--- config.mk ---
export PLATFORM = sky130hd
export DESIGN_NAME = ss_stack
export DESIGN_NICKNAME = d
export VERILOG_FILES = /design/src/rtl/ss_stack.sv
export SDC_FILE = /design/constraint.sdc
export NUM_CORES = 2
export LEC_CHECK = 0
export BUFFER_PORTS_ARGS = -buffer_cell sky130_fd_sc_hd__buf_4
export CAP_MARGIN = 0
export CORE_AREA = 2 2 385 387
export CTS_BUF_LIST = sky130_fd_sc_hd__clkbuf_16
export CTS_CLUSTER_SIZE = 8
export DETAILED_ROUTE_END_ITERATION = 6
export DIE_AREA = 0 0 387 389
export PLACE_DENSITY = 0.77
export SLEW_MARGIN = 5
export SYNTH_ARGS = -nofsm -noshare
export SYNTH_HDL_FRONTEND = slang
export SYNTH_SLANG_ARGS = --single-unit
--- constraint.sdc ---
create_clock -name clk -period 4.9 [get_ports clk]
set_clock_uncertainty 0.2 [all_clocks]
set_input_delay 0.245 -clock clk [delete_from_list [all_inputs] [get_ports clk]]
set_output_delay 0.245 -clock clk [all_outputs]
set_load 0.01 [all_outputs]
--- src/rtl/ss_stack.sv ---
// Register-cached data stack: TOS and second-on-stack in flops, deeper entries in a
// circular memory addressed by sp. Single-cycle PUSH/POP/LOAD/PICK with sticky error flags.
module ss_stack #(
  parameter int unsigned DEPTH = 64,
  parameter int unsigned DSZ   = 32,
  localparam int unsigned SSZ  = $clog2(DEPTH),
  localparam int unsigned CSZ  = SSZ + 1
) (
  input  logic           clk,
  input  logic           rst,
  input  logic           en,
  input  logic [1:0]     op,
  input  logic [DSZ-1:0] vi,
  output logic [SSZ-1:0] sp,
  output logic [DSZ-1:0] s0,
  output logic [DSZ-1:0] tos,
  output logic [CSZ-1:0] depth,
  output logic           ovf,
  output logic           unf
);

  typedef enum logic [1:0] {
    SS_PICK = 2'd0,
    SS_PUSH = 2'd1,
    SS_POP  = 2'd2,
    SS_LOAD = 2'd3
  } sop_e;

  sop_e op_e;
  assign op_e = sop_e'(op);

  logic [DSZ-1:0] mem_q [DEPTH];

  logic [DSZ-1:0] tos_q, tos_d;
  logic [DSZ-1:0] s0_q, s0_d;
  logic [SSZ-1:0] sp_q, sp_d;
  logic [CSZ-1:0] depth_q, depth_d;
  logic           ovf_q, ovf_d;
  logic           unf_q, unf_d;

  logic [SSZ-1:0] sp_inc, sp_dec, pick_n, pick_addr, rd_addr;
  logic [DSZ-1:0] mem_rd;
  logic           mem_we;
  logic           depth_full, depth_empty, pick_oob;

  assign sp_inc      = sp_q + SSZ'(1);
  assign sp_dec      = sp_q - SSZ'(1);
  assign pick_n      = vi[SSZ-1:0];
  assign pick_addr   = sp_q - pick_n;
  assign depth_full  = (depth_q == CSZ'(DEPTH));
  assign depth_empty = (depth_q == '0);
  assign pick_oob    = ({1'b0, pick_n} >= depth_q);

  // One shared read port: POP fetches the new s0, PICK fetches the picked entry.
  always_comb begin
    rd_addr = (op_e == SS_POP) ? sp_dec : pick_addr;
    mem_rd  = mem_q[rd_addr];
  end

  always_comb begin
    tos_d   = tos_q;
    s0_d    = s0_q;
    sp_d    = sp_q;
    depth_d = depth_q;
    ovf_d   = ovf_q;
    unf_d   = unf_q;
    mem_we  = 1'b0;
    if (en) begin
      unique case (op_e)
        SS_PUSH: begin
          mem_we = 1'b1;
          sp_d   = sp_inc;
          s0_d   = tos_q;
          tos_d  = vi;
          if (depth_full) begin
            ovf_d = 1'b1;
          end else begin
            depth_d = depth_q + CSZ'(1);
          end
        end
        SS_POP: begin
          tos_d = s0_q;
          s0_d  = mem_rd;
          sp_d  = sp_dec;
          if (depth_empty) begin
            unf_d = 1'b1;
          end else begin
            depth_d = depth_q - CSZ'(1);
          end
        end
        SS_LOAD: begin
          tos_d = vi;
        end
        SS_PICK: begin
          // Index 0 is s0 itself; use the register since mem[sp] is not valid after reset.
          tos_d = (pick_n == '0) ? s0_q : mem_rd;
          if (pick_oob) begin
            unf_d = 1'b1;
          end
        end
        default: ;
      endcase
    end
  end

  always_ff @(posedge clk or posedge rst) begin
    if (rst) begin
      tos_q   <= '1;
      s0_q    <= '0;
      sp_q    <= '0;
      depth_q <= '0;
      ovf_q   <= 1'b0;
      unf_q   <= 1'b0;
    end else begin
      tos_q   <= tos_d;
      s0_q    <= s0_d;
      sp_q    <= sp_d;
      depth_q <= depth_d;
      ovf_q   <= ovf_d;
      unf_q   <= unf_d;
    end
  end

  // Memory contents are undefined after reset, so the array carries no reset.
  always_ff @(posedge clk) begin
    if (mem_we) begin
      mem_q[sp_inc] <= tos_q;
    end
  end

  assign sp    = sp_q;
  assign s0    = s0_q;
  assign tos   = tos_q;
  assign depth = depth_q;
  assign ovf   = ovf_q;
  assign unf   = unf_q;

endmodule

After elaboration in Yosys (flattened, before gate mapping)
Memory sizes are Yosys's and may differ from the RTL's.
Index checks and enable logic that the tools add are counted.
- bits in registers: 79
- bits in latches: 0
- bits in writable memories: 2048
- bits in read-only memories: 0
- input bits: 37
- logic and storage cells: 46
- memories kept: 1
- memories (name ; words ; width ; read ports ; clocked after memory_dff ; write ports ; RTL line ; source):
    mem_q ; 64 ; 32 ; 1 ; 0 ; 1 ; 32 ; logic [DSZ-1:0] mem_q [DEPTH];
- $add $sub $neg: 5
- multipliers: 0
- div/mod/pow operators: 0
- magnitude comparators: 1
- equality and inequality tests: 8
- shift-type cells: 0
- mux-type cells: 15
- bitwise logic cells: 0
- reduce and logical (&&, ||, !) cells: 10
- operators with widths (operator ; count):
    $pmux 32 s3 ; 1
    $pmux 32 s2 ; 1
    $mux 32 ; 1
    $mux 7 ; 2
    $pmux 7 s2 ; 1
    $pmux 6 s2 ; 1
    $ne 2x2->1 const B ; 4
    $reduce_and 4->1 ; 2
    $add 7x1->7 const B ; 1
    $eq 7x7->1 const B ; 1
    $ge 6x7->1 ; 1
    $logic_not 7->1 ; 1
    $sub 7x1->7 const B ; 1
    $add 6x1->6 const B ; 1
    $logic_not 6->1 ; 1
    $mux 1 ; 6
    $mux 6 ; 1
    $sub 6x1->6 const B ; 1
    $sub 6x6->6 ; 1
    $eq 2x2->1 const B ; 2
    $reduce_bool 2->1 ; 2
    $reduce_and 3->1 ; 1
    $eq 2x1->1 const B ; 1
    $logic_not 2->1 ; 1
    other kinds (3) ; 3

Logic depth before layout (Yosys ltp)
- word-level depth: 5
- gate-level depth with buffers: 14

Worst setup path before layout
Ideal clock, no wire load.
- path kind: register to register
- start: reg sp_q[0], in the netlist sp[0]
- end: reg s0_q[11], in the netlist s0[11]
- library setup time: 129 ps
- data arrival time: 3167 ps
- required time: 4571 ps
- setup slack: 1404 ps
- stages on the path, launching flop included: 13
- period minus slack after synthesis: 3496 ps
- path through: dfrtp_1 -> inv_1 -> ha_1 -> fa_1 -> mux2i_1 -> clkbuf_1 -> buf_1 -> mux4_2 -> mux2i_1 -> a21oi_1 -> a22o_1 -> a221oi_1 -> o21ai_1
- word-level cells in the longest chain between the ends: 4
- ends and longest elaborated chain (what ; RTL line ; source):
    start: declaration ; 36 ; logic [SSZ-1:0] sp_q, sp_d;
    start signal: assignment ; 117 ; sp_q <= sp_d;
    $sub 6x6->6 / $sub 6x1->6 (equally long branches) ; 49, 47 ;
    $mux 6 (*) ; 56 ; rd_addr = (op_e == SS_POP) ? sp_dec : pick_addr;
    $mem_v2 64x32 (*) ; - ;
    $pmux 32 s2 (*) ; 69 ; unique case (op_e)
    end signal: assignment ; 109 ; s0_q <= '0;
    end signal: assignment ; 116 ; s0_q <= s0_d;
    end: declaration ; 35 ; logic [DSZ-1:0] s0_q, s0_d;
Mark *: on every way between the ends. The rest lies on a longest branch, timed or not.
A chain may end at the register's enable or synchronous reset.

Worst setup path after layout
- start: reg sp_q[0], in the netlist sp[0]
- end: reg tos_q[31], in the netlist tos[31]
- word-level cells in the longest chain between the ends: 5
- ends and longest elaborated chain (what ; RTL line ; source):
    $sub 6x6->6 / $sub 6x1->6 (equally long branches) ; 49, 47 ;
    $mux 6 (*) ; 56 ;
    $mem_v2 64x32 (*) ; - ;
    $mux 32 (*) ; 96 ; tos_d = (pick_n == '0) ? s0_q : mem_rd;
    $pmux 32 s3 (*) ; 69 ;
    end signal: assignment ; 115 ; tos_q <= tos_d;
    end: declaration ; 34 ; logic [DSZ-1:0] tos_q, tos_d;
Marked as above.

==> impl_results.md <==
* Outcome: finished with violations
* Failing checks: max-capacitance violations, max-slew violations
* Synthesized cell area at between 0.08 and 0.09 mm²
* GR Util met2 at 0.475
* CTS tree: yes
* First-pass GRT wire length at ~330000 µm
* Sequential Power Share at 0.352
* Initial Util at 0.574
* Post-synth net total at a little over 4000
* Register bit total from synthesis at ~2100
* Relative slew slack at -0.0454
* Critical Path Start: sp[0]$_DFFE_PP0P_
* Final ANT Viol Nets at 0
* Reg2reg end: tos[31]$_DFFE_PP1P_
* Setup TNS at 0 ns
* WL final at 229000 µm
* Synth unique cells at 60
* Post-Syn Instances at about 4000
* Critical Path RT at roughly 5.5 ns
* Worst Path Max Fanout at 48
* Reg2reg start: sp[0]$_DFFE_PP0P_
* Max Cap Violations at 1
* Int Pwr at 43.7 mW
* Yosys warning count at 0
* Setup bufs post-CTS at 0
* VDD IR-drop max at about 0.5 mV
* Die width at approximately 390 µm
* Syn Area/Cell at roughly 21 µm²
* DP Area at about 0.089 mm²
* Hold/Removal Path Class: primary input to register
* Via count at around 45000
* Seq/Total Area, Yosys at 0.754
* Vias/cell at around 7
* Gpl congestion at around 0.95
* Final Hold Viols at 0
* WHS Path Cells at 5
* H-tree levels at 5
* Cell leakage power at ~32 nW
* Drc violations at 0
* Die height at around 400 µm
* Most frequent cells in the layout: edfxtp_1 (2048), mux4_2 (498), mux2i_1 (351)
* Initial antenna violation count at 9
* Fin crit share at 0.962
* Asr flop ratio synth at 0.0371
* Final HPWL DP at about 120000 µm
* Fmax at 212 MHz
* Final Cell Area at about 0.098 mm²
* Pwr Density at just under 700 mW/mm²
* CP Capture Type: register
* Setup Crit Path Kind: register to register
* Layout cells sized above 1 at 0.283
* Arr. time, crit path at ~5.3 ns
* CTS buffer count at roughly 320
* Final Non-Filler Cells at 6421
* Top FF cell, synth: edfxtp_1
* Net Switching at 22.8 mW
* DP Cell Count at 5996
* Setup crit start kind: register
* Die Area at between 0.15 and 0.2 mm²
* Logic gate share of total power at 0.366
* Clk sinks at 2127
* Largest net degree at the start of global routing at 80
* Global-route met3 utilization at 0.0821
* Max Slew Vio Count at 2
* Setup violators final at 0
* I/O pin total at roughly 120
* Clock Latency Late Sink at ~0.9 ns
* Root Buffer: clkbuf_16
* Post-DR wirelength/cell at 35.7 µm
* CP Capture Point: tos[31]$_DFFE_PP1P_
* RSZ-0062 raised after global routing: false
* Worst-Margin Slew at about 1.5 ns
* Grt total ovfl at 0
* Port-buffer cells at between 100 and 150
* Initial DRC count at ~6800
* DRT Pass-1 Iters at 6
* P&R area growth vs syn at 16.0%
* Clock power frac at 0.281
* GRT Total Usage at 0.307
* Final #Nets at 4489
* Max clock buf depth at 4
* Met1 GRT Util at 0.410
* GR peak layer: met2
* Worst reg2reg setup slack at approximately 0.19 ns
* Minimum clock period at roughly 4.7 ns
* Rows at between 100 and 150
* R2r worst-path depth at 14
* Most common cell after layout, fill and taps aside: edfxtp_1
* Core area at approximately 0.15 mm²
* Net Sw Frac at 0.343
* Vias in the first global route at 45606
* Reg clk slew, reported paths at 0.05 ns
* Post-synth EDFFs at between 2000 and 2500
* Worst hold slack at roughly 0.19 ns
==> final cells by class <==
cell class                 instances  area [µm²]
clock buffer                     323        8080
tap                             1930        2410
sequential                      2127       63500
clock inverter                    48         220
antenna                           10        25.0
multi-input combinational       1609       20000
timing repair buffer             351        3300
fill                            8780       49000
inverter                          23        87.6
==> worst max-delay path, cell delays in order (launching register included) <==
cell and delay (ns):
dfrtp_2 0.46, inv_1 0.12, ha_1 0.22, fa_1 0.51, mux2i_4 0.25, buf_12 0.27
buf_12 0.31, mux4_2 0.36, mux2i_1 0.25, mux2i_1 0.15, mux2i_2 0.39, mux2i_1 0.19
o221ai_1 0.24, nand2_1 0.08, dlygate4sd3_1 0.57
==> per-layer routing <==
metal	part of all wire	up-vias
met5	0.00013	-
met4	0.052	6
met3	0.13	610
met2	0.47	3568
met1	0.35	22934
li1	-	17412
==> cell usage after synthesis (2+ instances only) <==
master     instances  area [µm²]
buf_2            110         551
a22o_1            19         166
nor2b_1           53         332
inv_1             22        82.6
o21bai_1           3        22.5
nand2b_1           5        31.3
and3_1            21         131
a211oi_1          50         375
mux2_2            14         158
o21ai_1           29         145
fa_1               2        40.0
buf_4             36         270
nand3_1           15        75.1
mux2i_1          354        3540
and2_1             7        43.8
a2111oi_0          8        70.1
a221o_1            7        70.1
clkbuf_1          64         240
xnor2_1           15         131
dfrtp_1           47        1180
o21ai_0           76         380
a21o_1             7        52.6
o22a_1             5        43.8
nor3_1             2        10.0
nor2_1           110         413
o211ai_1          16         120
a221oi_2           4        60.1
o311ai_0           4        35.0
dfstp_2           32         841
a211o_1            3        26.3
buf_1             12        45.0
edfxtp_1        2048       61500
a31oi_1           19         119
buf_6              6        67.6
nor3b_1           17         128
mux2i_2            2        27.5
mux4_2           498       11200
xor2_1             8        70.1
o221ai_1          16         140
a21oi_1          102         510
a221oi_1           4        35.0
nand2_1           76         285
nand4_1            2        12.5
ha_1              22         275
==> power by group through the flow <==
stage / sequential [mW] / combinational, mW / clock (mW)
4_1_cts: 23.4 / 24.0 / 18.8
6_report: 23.4 / 24.3 / 18.7
3_3_place_gp: 23.6 / 23.3 / 0
2_1_floorplan: 23.8 / 15.0 / 0
3_5_place_dp: 23.7 / 23.6 / 0
5_1_grt: 23.5 / 25.3 / 19.6
==> timing repair <==
| action | 4_1_cts | 5_1_grt |
|---|---|---|
| hold endpoints to repair | 86 | 0 |
| setup endpoints to repair | 0 | 2 |
| hold buffers | 44 | 0 |
| gates resized for setup | 0 | 5 |
==> stage by stage <==
| step | util | power, mW | setup WS (ns) |
|---|---|---|---|
| 2_1_floorplan | - | 38.8 | 1.40 |
| 3_3_place_gp | 0.606 | 46.9 | 0.595 |
| 3_5_place_dp | 0.606 | 47.3 | 0.505 |
| 4_1_cts | 0.666 | 66.2 | 0.0652 |
| 5_1_grt | 0.666 | 68.3 | 0.0958 |
| 6_report | 0.666 | 66.5 | 0.188 |
==> how the worst min path moves through the flow <==
stage                       from                    to
after floorplan           vi[15]   tos[15]$_DFFE_PP1P_
after global placement       rst  depth[4]$_DFFE_PP0P_
after detailed placement     rst  depth[4]$_DFFE_PP0P_
after CTS                 vi[15]   tos[15]$_DFFE_PP1P_
after global routing      vi[15]   tos[15]$_DFFE_PP1P_
final                     vi[15]   tos[15]$_DFFE_PP1P_
==> logic make-up after synthesis <==
group                      synth area share
DFF                                   0.754
muxes                                 0.177
AOI/OAI and AO/OA                    0.0286
and+or+nand+nor                      0.0184
buffers and inverters                0.0151
adders and majority gates           0.00374
xor gates and xnor gates            0.00239
==> flip-flops by register name, summed over array words and instances (netlist names) <==
register and cells:
depth 7, mem_q 2048, ovf 1, s0 32, sp 6, tos 32
unf 1
Power figures use the tool's default switching activity.
